**src/rtl/alu_pkg.sv**
```systemverilog
// Shared opcode constants, FSM state encoding and shift-mode helpers for the execute-stage ALU.
package alu_pkg;

  localparam logic [3:0] ALU_AND = 4'b0000;
  localparam logic [3:0] ALU_OR  = 4'b0001;
  localparam logic [3:0] ALU_ADD = 4'b0010;
  localparam logic [3:0] ALU_SUB = 4'b0110;
  localparam logic [3:0] ALU_SLT = 4'b0111;
  localparam logic [3:0] ALU_NOR = 4'b1100;
  localparam logic [3:0] ALU_SLL = 4'b0011;
  localparam logic [3:0] ALU_SRL = 4'b0100;
  localparam logic [3:0] ALU_SRA = 4'b0101;

  typedef enum logic [1:0] {
    IDLE  = 2'd0,
    SHIFT = 2'd1,
    DONE  = 2'd2
  } alu_state_e;

  typedef enum logic [1:0] {
    SH_LL = 2'd0,
    SH_RL = 2'd1,
    SH_RA = 2'd2
  } shift_mode_e;

  function automatic logic is_shift_op(input logic [3:0] op);
    return (op == ALU_SLL) || (op == ALU_SRL) || (op == ALU_SRA);
  endfunction

  function automatic shift_mode_e shift_mode_of(input logic [3:0] op);
    case (op)
      ALU_SRL: return SH_RL;
      ALU_SRA: return SH_RA;
      default: return SH_LL;
    endcase
  endfunction

endpackage

```
**src/rtl/alu_exec_unit_if.sv**
```systemverilog
// Operand/result handshake bundle between the issue stage (master) and the ALU (slave).
interface alu_exec_unit_if #(parameter int XLEN = 32);
  logic            in_valid;
  logic            in_ready;
  logic [3:0]      alu_control_lines;
  logic [XLEN-1:0] op_a;
  logic [XLEN-1:0] op_b;
  logic            out_valid;
  logic            out_ready;
  logic [XLEN-1:0] result;
  logic            zero;
  logic            flag_err;

  modport master (
    output in_valid, alu_control_lines, op_a, op_b, out_ready,
    input  in_ready, out_valid, result, zero, flag_err
  );

  modport slave (
    input  in_valid, alu_control_lines, op_a, op_b, out_ready,
    output in_ready, out_valid, result, zero, flag_err
  );
endinterface

```
**src/rtl/alu_shift_iter.sv**
```systemverilog
// One-bit-per-cycle shifter: loads on start_i, shifts while the down-counter is non-zero.
module alu_shift_iter
  import alu_pkg::*;
#(
  parameter int XLEN = 32
) (
  input  logic            clk,
  input  logic            rst,
  input  logic            start_i,
  input  logic [XLEN-1:0] data_i,
  input  logic [4:0]      shamt_i,
  input  shift_mode_e     mode_i,
  output logic            done_o,
  output logic [XLEN-1:0] result_o
);

  logic [XLEN-1:0] work_q, work_d, work_shift;
  logic [4:0]      cnt_q, cnt_d;
  shift_mode_e     mode_q, mode_d;

  always_comb begin
    case (mode_q)
      SH_RL:   work_shift = work_q >> 1;
      SH_RA:   work_shift = {work_q[XLEN-1], work_q[XLEN-1:1]};
      default: work_shift = work_q << 1;
    endcase

    work_d = work_q;
    cnt_d  = cnt_q;
    mode_d = mode_q;
    if (start_i) begin
      work_d = data_i;
      cnt_d  = shamt_i;
      mode_d = mode_i;
    end else if (cnt_q != 5'd0) begin
      work_d = work_shift;
      cnt_d  = cnt_q - 5'd1;
    end
  end

  always_ff @(posedge clk or posedge rst) begin
    if (rst) begin
      work_q <= '0;
      cnt_q  <= 5'd0;
      mode_q <= SH_LL;
    end else begin
      work_q <= work_d;
      cnt_q  <= cnt_d;
      mode_q <= mode_d;
    end
  end

  // The final shift is handed out combinationally so the top can register it on this same edge.
  assign done_o   = (cnt_q == 5'd1);
  assign result_o = work_shift;

endmodule

```
**src/rtl/alu_exec_unit.sv**
```systemverilog
// Execute-stage ALU: single-cycle logic/arith ops, iterative shifts, registered result/zero/err.
// state | meaning
// IDLE  | waiting for an op, in_ready=1
// SHIFT | iterative shift in flight
// DONE  | result held, out_valid=1 until out_ready
module alu_exec_unit
  import alu_pkg::*;
#(
  parameter int XLEN = 32
) (
  input logic           clk,
  input logic           rst,
  alu_exec_unit_if.slave bus
);

  alu_state_e      state_q, state_d;
  logic [XLEN-1:0] result_q, result_d;
  logic            zero_q, zero_d;
  logic            err_q, err_d;

  logic [XLEN-1:0] alu_res, sh_result;
  logic            alu_undef, accept, sh_start, sh_done, shift_multi;
  logic [3:0]      op;

  assign op          = bus.alu_control_lines;
  assign shift_multi = is_shift_op(op) && (bus.op_b[4:0] != 5'd0);

  assign bus.in_ready  = (state_q == IDLE) || ((state_q == DONE) && bus.out_ready);
  assign bus.out_valid = (state_q == DONE);
  assign bus.result    = result_q;
  assign bus.zero      = zero_q;
  assign bus.flag_err  = err_q;
  assign accept        = bus.in_valid && bus.in_ready;

  always_comb begin
    alu_res   = '0;
    alu_undef = 1'b0;
    case (op)
      ALU_AND: alu_res = bus.op_a & bus.op_b;
      ALU_OR:  alu_res = bus.op_a | bus.op_b;
      ALU_ADD: alu_res = bus.op_a + bus.op_b;
      ALU_SUB: alu_res = bus.op_a - bus.op_b;
      ALU_SLT: alu_res = {{(XLEN-1){1'b0}}, ($signed(bus.op_a) < $signed(bus.op_b))};
      ALU_NOR: alu_res = ~(bus.op_a | bus.op_b);
      ALU_SLL, ALU_SRL, ALU_SRA: alu_res = bus.op_a;
      default: alu_undef = 1'b1;
    endcase
  end

  alu_shift_iter #(.XLEN(XLEN)) u_shift (
    .clk      (clk),
    .rst      (rst),
    .start_i  (sh_start),
    .data_i   (bus.op_a),
    .shamt_i  (bus.op_b[4:0]),
    .mode_i   (shift_mode_of(op)),
    .done_o   (sh_done),
    .result_o (sh_result)
  );

  always_comb begin
    state_d  = state_q;
    result_d = result_q;
    zero_d   = zero_q;
    err_d    = err_q;
    sh_start = 1'b0;

    case (state_q)
      IDLE: ;
      SHIFT: begin
        if (sh_done) begin
          result_d = sh_result;
          zero_d   = (sh_result == '0);
          err_d    = 1'b0;
          state_d  = DONE;
        end
      end
      DONE: begin
        if (bus.out_ready && !bus.in_valid) state_d = IDLE;
      end
      default: state_d = IDLE;
    endcase

    // Accept covers both IDLE and the DONE-with-out_ready overlap, giving 1 op/cycle throughput.
    if (accept) begin
      if (shift_multi) begin
        sh_start = 1'b1;
        state_d  = SHIFT;
      end else begin
        result_d = alu_res;
        zero_d   = (alu_res == '0);
        err_d    = alu_undef;
        state_d  = DONE;
      end
    end
  end

  always_ff @(posedge clk or posedge rst) begin
    if (rst) begin
      state_q  <= IDLE;
      result_q <= '0;
      zero_q   <= 1'b1;
      err_q    <= 1'b0;
    end else begin
      state_q  <= state_d;
      result_q <= result_d;
      zero_q   <= zero_d;
      err_q    <= err_d;
    end
  end

endmodule

```
**src/flat_wrapper.sv**
```systemverilog
// flat-port wrapper written by rule: the top's interface ports become plain ports
module alu_exec_unit_flat import alu_pkg::*;
#(
  parameter int XLEN = 32
)
  (clk, rst, bus_in_valid, bus_alu_control_lines, bus_op_a, bus_op_b, bus_out_ready, bus_in_ready, bus_out_valid, bus_result, bus_zero, bus_flag_err);
  alu_exec_unit_if #(.XLEN(XLEN)) bus_i ();
  input logic clk;
  input logic rst;
  input wire logic [$bits(bus_i.in_valid)-1:0] bus_in_valid;
  input wire logic [$bits(bus_i.alu_control_lines)-1:0] bus_alu_control_lines;
  input wire logic [$bits(bus_i.op_a)-1:0] bus_op_a;
  input wire logic [$bits(bus_i.op_b)-1:0] bus_op_b;
  input wire logic [$bits(bus_i.out_ready)-1:0] bus_out_ready;
  output wire logic [$bits(bus_i.in_ready)-1:0] bus_in_ready;
  output wire logic [$bits(bus_i.out_valid)-1:0] bus_out_valid;
  output wire logic [$bits(bus_i.result)-1:0] bus_result;
  output wire logic [$bits(bus_i.zero)-1:0] bus_zero;
  output wire logic [$bits(bus_i.flag_err)-1:0] bus_flag_err;
  assign bus_i.in_valid = bus_in_valid;
  assign bus_i.alu_control_lines = bus_alu_control_lines;
  assign bus_i.op_a = bus_op_a;
  assign bus_i.op_b = bus_op_b;
  assign bus_i.out_ready = bus_out_ready;
  assign bus_in_ready = bus_i.in_ready;
  assign bus_out_valid = bus_i.out_valid;
  assign bus_result = bus_i.result;
  assign bus_zero = bus_i.zero;
  assign bus_flag_err = bus_i.flag_err;
  alu_exec_unit #(.XLEN(XLEN)) u_core (.clk(clk), .rst(rst), .bus(bus_i));
endmodule
```
**config.mk**
```make
export PLATFORM = sky130hd
export DESIGN_NAME = alu_exec_unit_flat
export DESIGN_NICKNAME = d
export VERILOG_FILES = /design/src/rtl/alu_pkg.sv /design/src/rtl/alu_exec_unit_if.sv /design/src/rtl/alu_shift_iter.sv /design/src/rtl/alu_exec_unit.sv /design/src/flat_wrapper.sv
export SDC_FILE = /design/constraint.sdc
export NUM_CORES = 1
export LEC_CHECK = 0
export CAP_MARGIN = 0
export CORE_AREA = 2 2 177 179
export DETAILED_ROUTE_END_ITERATION = 16
export DIE_AREA = 0 0 179 181
export REMOVE_ABC_BUFFERS = 1
export SYNTH_ARGS = -nofsm -noshare
export SYNTH_HDL_FRONTEND = slang
export SYNTH_SLANG_ARGS = --single-unit
```
**constraint.sdc**
```tcl
create_clock -name clk -period 2.4 [get_ports clk]
set_input_delay 0.48 -clock clk [delete_from_list [all_inputs] [get_ports clk]]
set_output_delay 0.48 -clock clk [all_outputs]
set_load 0.01 [all_outputs]
```
# Word level (Yosys, flattened, before mapping)
# Index checks and enable logic that the tools add are counted.
dict set report op_classes {
  n_addsub 3
  magnitude_cmp 1
  eq_ne 16
  n_mux 27
  n_bitwise 3
  reduce_logical 18
}
# operator n
set ops {}
lappend ops {{$pmux 32 s7} 1}
lappend ops {{$mux 32} 6}
lappend ops {{$logic_not 32->1} 2}
lappend ops {{$pmux 32 s2} 1}
lappend ops {{$add 32x32->32} 1}
lappend ops {{$and 32x32->32} 1}
lappend ops {{$lt 32x32->1} 1}
lappend ops {{$not 32->32} 1}
lappend ops {{$or 32x32->32} 1}
lappend ops {{$sub 32x32->32} 1}
lappend ops {{$eq 4x3->1 const B} 4}
lappend ops {{$mux 1} 11}
lappend ops {{$mux 5} 2}
lappend ops {{$reduce_bool 5->1} 2}
lappend ops {{$reduce_or 9->1} 1}
lappend ops {{$eq 4x2->1 const B} 2}
lappend ops {{$mux 2} 4}
lappend ops {{$ne 3x1->1 const B} 2}
lappend ops {{$pmux 2 s3} 1}
lappend ops {{$eq 5x1->1 const B} 1}
lappend ops {{$sub 5x1->5 const B} 1}
lappend ops {{$eq 2x1->1 const B} 2}
lappend ops {{$eq 2x2->1 const B} 2}
lappend ops {{$eq 4x1->1 const B} 1}
lappend ops {{other kinds (11)} 16}
dict set report word_totals {
  reg_bits 75
  in_bits 72
  output_inout_bits 36
  word_cells 75
}

# Longest topological paths before layout
# Gate-level depths: netlist of run 1.
dict set report logic_depth {
  depth_word 7
  mapped_depth 14
}

# Hierarchy
# A second synthesis of run 1 with hierarchy kept.
dict set report unflattened {
  hier_cells 1349
  hier_area_um2 10112.2
}
# module n_inst cells_each area_per_inst_um2 seq_area_each_um2
set modules_own_cells {}
lappend modules_own_cells {alu_exec_unit 1 1052 7522.2 902.1}
lappend modules_own_cells {alu_shift_iter 1 297 2590.0 975.9}

# Worst setup path after synthesis of run 1
# No wires, ideal clock.
dict set report synth_path {
  path_kind {in2reg}
  start {input port bus_op_b[0]}
  end {register u_core.zero_q, in the netlist u_core.bus.zero}
  setup_time_ns 0.075
  arrival_ns 3.621
  required_time_ns 2.325
  path_slack_ns -1.296
  cell_stages 13
  path_buffers 0
  path_cell_list {ha_1 inv_1 fa_1 nand2b_1 a2111oi_0 o21bai_1 nand2b_1 mux2_2 or4b_1 nor4b_2 nand4_1 or4_4 o22ai_2}
}
dict set report synth_between {
  elab_chain_len 6
  word_cells_on_any_way 12
  cone_classes {add/sub (2); order compare (1); mux (3); bitwise (3); reduce/logical (3)}
}
# item line_no
set synth_rtl {}
lappend synth_rtl {{start: declaration} flat_wrapper.sv:13} ;# input wire logic [$bits(bus_i.op_b)-1:0] bus_op_b;
lappend synth_rtl {{branches (longest 4 deep; another with $sub 32x32->32)} -}
lappend synth_rtl {{$mux 1 (*)} alu_exec_unit.sv:86} ;# if (shift_multi) begin
lappend synth_rtl {{$mux 1 (*)} alu_exec_unit.sv:85} ;# if (accept) begin
lappend synth_rtl {{named net u_core.zero_d} alu_exec_unit.sv:18} ;# logic zero_q, zero_d;
lappend synth_rtl {{end signal: assignment} alu_exec_unit.sv:107} ;# zero_q <= zero_d;
lappend synth_rtl {{end: declaration} alu_exec_unit.sv:18}
# Mark *: on every way through the listed nets, which the timed path passes.
# A chain may end at the register's enable or synchronous reset.

# Worst setup path in the final report of run 1
dict set report layout_path {
  start {input port bus_op_a[29]}
  end {register u_core.zero_q, in the netlist u_core.bus.zero}
}
dict set report layout_between {
  elab_chain_len 6
  word_cells_on_any_way 10
  cone_classes {add/sub (2); order compare (1); mux (3); bitwise (3); reduce/logical (1)}
}
# item line_no
set layout_rtl {}
lappend layout_rtl {{start: declaration} flat_wrapper.sv:12} ;# input wire logic [$bits(bus_i.op_a)-1:0] bus_op_a;
lappend layout_rtl {{branches (longest 2 deep; another with $sub 32x32->32)} -}
lappend layout_rtl {{$pmux 32 s7 (*)} alu_exec_unit.sv:38} ;# case (op)
lappend layout_rtl {{$logic_not 32->1 (*)} alu_exec_unit.sv:91} ;# zero_d = (alu_res == '0);
lappend layout_rtl {{$mux 1 (*)} alu_exec_unit.sv:86}
lappend layout_rtl {{$mux 1 (*)} alu_exec_unit.sv:85}
lappend layout_rtl {{named net u_core.zero_d} alu_exec_unit.sv:18}
# Marked as above.

==> results of run 1 <==
-- state kept, by name (all words and copies together), names as in the netlist --
name and flops:
u_core.bus.flag_err 1, u_core.bus.result 32, u_core.bus.zero 1, u_core.state_q 2, u_core.u_shift.cnt_q 5, u_core.u_shift.mode_q 2, u_core.u_shift.work_q 32
-- logic make-up (layout without fill, tap and decap cells) --
logic type               count (synthesis)  after routing  share of synthesized area (%)
XOR/XNOR                                 7              7                          0.585
flip-flops                              75             75                           17.9
adder cells (fa/ha/maj)                105            105                           12.7
buffers and inverters                  204            837                           7.92
AND/OR/NAND/NOR                        475            475                           22.8
AO/OA/AOI/OAI                          574            574                           36.8
multiplexers                            13             13                           1.25
-- stage by stage --
| stage | util [%] | instance area [um2] | setup WS (ns) |
|---|---|---|---|
| after global placement | 52.2 | 15900 | -2.28 |
| after CTS | 60.6 | 18400 | -1.12 |
| after global routing | 62.0 | 18800 | -1.26 |
| after detailed placement | 52.2 | 15900 | -2.40 |
| after floorplan | - | 10000 | -2.31 |
| final | 62.0 | 18800 | -1.24 |
-- per-layer routing --
| layer | wire length, um | GRT usage, % |
|---|---|---|
| met1 | 24000 | 46.6 |
| met4 | 1920 | 10.9 |
| met5 | 18 | 0 |
| met2 | 24100 | 50.6 |
| met3 | 5090 | 5.77 |
-- how the worst min path moves through the flow --
stage / startpoint / depth (start not counted) / end
4_1_cts: bus_op_a[2] / 4 / u_core.u_shift.work_q[2]
3_5_place_dp: u_core.bus.result[25] / 2 / u_core.bus.result[25]
3_3_place_gp: u_core.bus.flag_err / 2 / u_core.bus.flag_err
5_1_grt: bus_op_a[2] / 4 / u_core.u_shift.work_q[2]
2_1_floorplan: u_core.u_shift.mode_q[1] / 2 / u_core.u_shift.mode_q[1]
6_report: bus_op_a[2] / 4 / u_core.u_shift.work_q[2]
-- layout make-up --
| class | count | area share (%) |
|---|---|---|
| Clock buffer | 11 | 1.24 |
| Clock inverter | 5 | 0.665 |
| Inverter | 104 | 2.25 |
| Multi-Input combinational cell | 1174 | 51.1 |
| Sequential cell | 75 | 9.98 |
| Tap cell | 396 | 2.63 |
| Timing Repair Buffer | 717 | 32.2 |
-- cell usage in the layout (no fill, tap or decap), types with 12 or more instances in the layout --
cell type          n
a21o_1            14
a21oi_1          132
a21oi_2           21
a22oi_1           59
buf_12            17
buf_4            541
buf_6             61
buf_8             12
clkdlybuf4s50_1   49
dfrtp_1           74
dlygate4sd2_1     19
ha_1              65
ha_4              30
inv_1             47
inv_2             44
nand2_1           82
nand3_1           15
nand4_1           30
nor2_1           151
nor2_2            15
nor2b_1           18
nor3_1            26
o211ai_1          30
o21ai_0           57
o21ai_1           18
o21ai_2           13
o22ai_1           21
-- worst max-delay path, delay by kind of cell --
family | cells | cell delay [ns]
AO/OA/AOI/OAI | 6 | 1.49
buffers and inverters | 3 | 0.80
AND/OR/NAND/NOR | 3 | 0.74
adder cells (fa/ha/maj) | 1 | 0.39
-- power by group through the flow --
stage | Clock, mW | Sequential, mW | Combinational (mW)
3_3_place_gp | 0 | 2.09 | 5.22
3_5_place_dp | 0 | 2.10 | 5.27
2_1_floorplan | 0 | 2.10 | 2.56
5_1_grt | 1.71 | 2.13 | 6.72
4_1_cts | 1.65 | 2.08 | 5.96
6_report | 1.65 | 2.09 | 6.27
-- timing repair --
action	CTS	global route
pin swaps	132	50
resized for setup	582	103
endpoints found under the hold margin	0	0
buffers inserted	71	12
endpoints found under the setup margin	35	29
==> run metrics, run 1 <==
Net Sw Frac=41.3%; synthesized cell area=0.0105 mm2; Initial Utilization=34.5%; DR vias=14.6k; post-synth top area share=17.7%; All-Layer GR Usage=33.1%; reg2reg start=u_core.state_q[1]; Root Driver=clkbuf_16; GP Congestion=0.988; # DRC=0; relative slew slack=57.3%; Pins Over Slew Limit=0; status=finished, violations left; grt ovf=0; # diodes=0; Lkg Pwr=8.27 nW; initial DRC count=1738; type of origin of the critical path=input pin; vias in the first global route=14.3k; Max stage delay on crit path=0.52 ns; Power Total=10.0 mW; clk slew on worst S/H paths=0.06 ns; Max Fclk=275 MHz; Synth cell types=99; max-cap viol count=0; antenna-violating nets left=0; top cell type by total area after synthesis=dfrtp_1; Setup TNS=-13.34 ns; worst-path fanout max=10; Critical Path Sink=u_core.bus.zero; Port Buffers=107; cells along the critical path=clkdlybuf4s50_1, inv_1, ha_1, buf_4, nand2_1, o21ai_0, o311ai_0, o21bai_1, o32a_1, a221oi_2, nand4_1, or4_4, o22ai_2; maximum vdd drop=0.000446 V; Hold/Removal Path Class=input pin to register; H-Tree Depth=3; Gate Count Post-Synth=1453; Clk Latency, worst-skew pair=0.34 ns; worst hold slack=0.489 ns; Worst Skew=0.00929 ns; dpl cells=2395; critical path class=input pin to register; Die W=179 um; DIE AREA=0.0324 mm2; Yosys Warn Count=0; Multi-input gate area=0.00961 mm2; Combinational Power Share=62.6%; final period utilization=152%; mean routed wirelength per cell=22.2 um; Seq pwr share=20.9%; Seq/Total Area, Yosys=17.9%; Worst-Margin Slew=0.635 ns; fillers=2654; FP Rows=64; area delta synth->final=79.4%; worst r2r dst=u_core.bus.zero; Hold Violations, Final=0; area of the core=0.0303 mm2; clk sinks=75; slowest CP cell=or4_4; EDFF count, synth=0; setup slack, reg-to-reg=-0.48 ns; count leader, synth=nor2_1; final net count=2258; Setup-failing EPs final=27; top post-synthesis cells by count=nor2_1, a21oi_1, ha_1; fin worst setup slack=-1.24 ns; cts hold-fix bufs=0; clock share of power=16.5%; top cells by area, synth=dfrtp_1, ha_1, a21oi_1; clk buf depth=2; min Tclk post-route=3.64 ns; Finished Layout Cells=2482; WP data required=2.66 ns; global-route wire length before repair=81.9 mm; reg2reg path depth=10; Seq cells post-synth=75; # IOs=108; CP endpoint kind=register; failing checks=setup timing; ratio of cells with drive above 1 in the final layout=47.3%; FFs w/ async S/R, synth=100%; antenna violations before repair=1; Num CTS Buffers=9; most common flop cell mapped by yosys=dfrtp_1; RSZ-0062 raised after global routing=true; final wirelength=55.1 mm; Crit path arrival time=3.90 ns; Int Power=5.87 mW; largest net degree at the start of global routing=76; syn avg cell area=7.22 um2; FF+latch area=0.00188 mm2; NetSw=4.14 mW; 1st-pass router iterations=6; CTS tree=done; CP startpoint=bus_op_a[29]; Post-DP HPWL=42.7 mm; routed vias/inst=5.90; Cell Pwr Density=532 mW/mm2; die height=181 um
Note: power is estimated with default switching activity, not from simulation.
==> run 2, diff against run 1 <==
- MAX_ROUTING_LAYER: default -> met4
==> run 2 against run 1 <==
  * The run still ends with setup timing left
  * Combinational power rose by 1%
  * Total power fell by 1.4%
  * Sequential cell count did not move
  * Critical path depth rose by 3
  * Setup slack improved by 0.060 ns
  * Routed wire length rose by 1.6%
  * Largest cell class unchanged
  * Largest power group unchanged
==> run metrics, run 2 (synthesis results as in run 1) <==
FP Rows=64; worst-path fanout max=3; CP endpoint kind=register; area delta synth->final=82.5%; CP most frequent cell=nand4_1; setup slack, reg-to-reg=-0.48 ns; cells along the critical path=buf_12, ha_4, inv_2, fa_2, nand2b_4, a211o_1, buf_4, nand4_1, a21bo_2, nor4b_4, nand4_1, buf_4, nor4_4, nand4_1, or4_4, o22ai_2; die height=181 um; DP Worst Slack=-2.26 ns; vias in the first global route=14.3k; type of origin of the critical path=input pin; clock share of power=14.6%; Setup-failing EPs final=27; Worst-Margin Slew=0.638 ns; Root Driver=clkbuf_16; Die W=179 um; # IOs=108; status=finished, violations left; cts hold-fix bufs=0; placed cell areas=0.0160 mm2; # diodes=0; Num CTS Buffers=9; failing checks=setup timing; All-Layer GR Usage=35.0%; Clk Latency, worst-skew pair=0.33 ns; 1st-pass router iterations=7; Port Buffers=107; reg2reg start=u_core.state_q[1]; relative slew slack=57.1%; Combinational Power Share=64.2%; fillers=2673; antenna-violating nets left=0; most frequent cells in the layout=buf_4, nor2_1, a21oi_1, nand2_1, dfrtp_1; antenna violations before repair=0; DR vias=14.5k; max-cap viol count=0; hold_sp=bus_op_b[3]; fin worst setup slack=-1.18 ns; commonest non-fill, non-tap cell in the layout=buf_4; clk slew on worst S/H paths=0.06 ns; Max stage delay on crit path=0.52 ns; Hold/Removal Path Class=input pin to register; Pins Over Slew Limit=0; area of the core=0.0303 mm2; reg2reg path depth=10; WHS Endpoint=u_core.u_shift.cnt_q[3]; Cell Pwr Density=516 mW/mm2; initial DRC count=1325; RSZ-0062 raised after global routing=true; GP Congestion=1.02; clk buf depth=2; NetSw=4.13 mW; Seq pwr share=21.2%; final wirelength=56.0 mm; Net Sw Frac=41.8%; Int Power=5.75 mW; Hold Violations, Final=0; largest net degree at the start of global routing=76; Lkg Pwr=8.47 nW; final period utilization=149%; WP data required=2.66 ns; Max Fclk=279 MHz; Post-DP HPWL=44.3 mm; H-Tree Depth=3; critical path class=input pin to register; slowest CP cell=or4_4; worst r2r dst=u_core.bus.zero; global-route wire length before repair=84.0 mm; clk sinks=75; final design area excluding fillers=0.0191 mm2; # DRC=0; Worst Skew=0.00717 ns; Crit path arrival time=3.84 ns; Min-Delay Path Depth=4; ratio of cells with drive above 1 in the final layout=48.2%; routed vias/inst=5.79; CTS tree=done; final net count=2287; Power Total=9.87 mW; mean routed wirelength per cell=22.3 um; DIE AREA=0.0324 mm2; dpl cells=2407; Initial Utilization=34.5%; min Tclk post-route=3.58 ns; worst hold slack=0.488 ns; grt ovf=0; maximum vdd drop=0.000393 V; Finished Layout Cells=2511
==> run 2: power groups by stage <==
stage / Combinational, mW / Sequential [mW] / Clock (mW)
2_1_floorplan: 2.56 / 2.10 / 0
3_3_place_gp: 5.28 / 2.09 / 0
3_5_place_dp: 5.33 / 2.10 / 0
4_1_cts: 6.10 / 2.08 / 1.46
5_1_grt: 6.82 / 2.13 / 1.51
6_report: 6.34 / 2.10 / 1.44
==> run 2: worst max-delay path by stage <==
stage                            to  slack, ns  depth (start not counted)                startpoint
finish              u_core.bus.zero      -1.18                         16               bus_op_a[0]
global route        u_core.bus.zero      -1.29                         14               bus_op_a[0]
CTS                 u_core.bus.zero      -1.17                         15               bus_op_a[0]
detailed placement  u_core.bus.zero      -2.26                         16               bus_op_a[0]
global placement    u_core.bus.zero      -2.28                         17               bus_op_a[0]
floorplan           u_core.bus.zero      -2.31                          7  bus_alu_control_lines[3]
==> run 2: critical path: cells and delay by family <==
| family | cells | cell delay [ns] |
|---|---|---|
| AO/OA/AOI/OAI | 3 | 0.72 |
| adder cells (fa/ha/maj) | 2 | 0.52 |
| buffers and inverters | 4 | 0.45 |
| AND/OR/NAND/NOR | 7 | 1.66 |
==> run 2: metal layers <==
metal	global-route usage (%)	vias up	wire length, um
met5	-	-	0
met4	9.17	0	1520
met3	5.64	108	4560
met2	53.2	645	25000
met1	47.9	7023	24800
li1	-	6772	-
==> run 2: final cells by class <==
cell class | count | area [um2] | share of cell area (%)
multi-input combinational | 1174 | 9700 | 50.7
timing repair buffer | 746 | 6310 | 33.0
sequential | 75 | 1880 | 9.81
tap | 396 | 495 | 2.59
inverter | 104 | 432 | 2.26
clock buffer | 12 | 246 | 1.29
clock inverter | 4 | 73.8 | 0.386
==> run 2: per-stage QoR <==
stage                     setup TNS [ns]  util (%)
after global routing              -16.60      63.1
after detailed placement          -66.03      52.6
after floorplan                  -120.60         -
after global placement            -64.58      52.6
after CTS                         -11.90      62.0
final                             -14.71      63.1
==> run 2: what timing repair did <==
action                                  4_1_cts  5_1_grt
setup buffers                                84       13
endpoints found under the setup margin       75       31
resized for setup                           644       51
pin swaps                                   141       50
cloned                                        2        0
==> run 3, diff against run 2 <==
- HOLD_SLACK_MARGIN: default -> 0.05
==> results of run 3 <==
The final DEF is identical to that of run 2; final timing and power are the same.
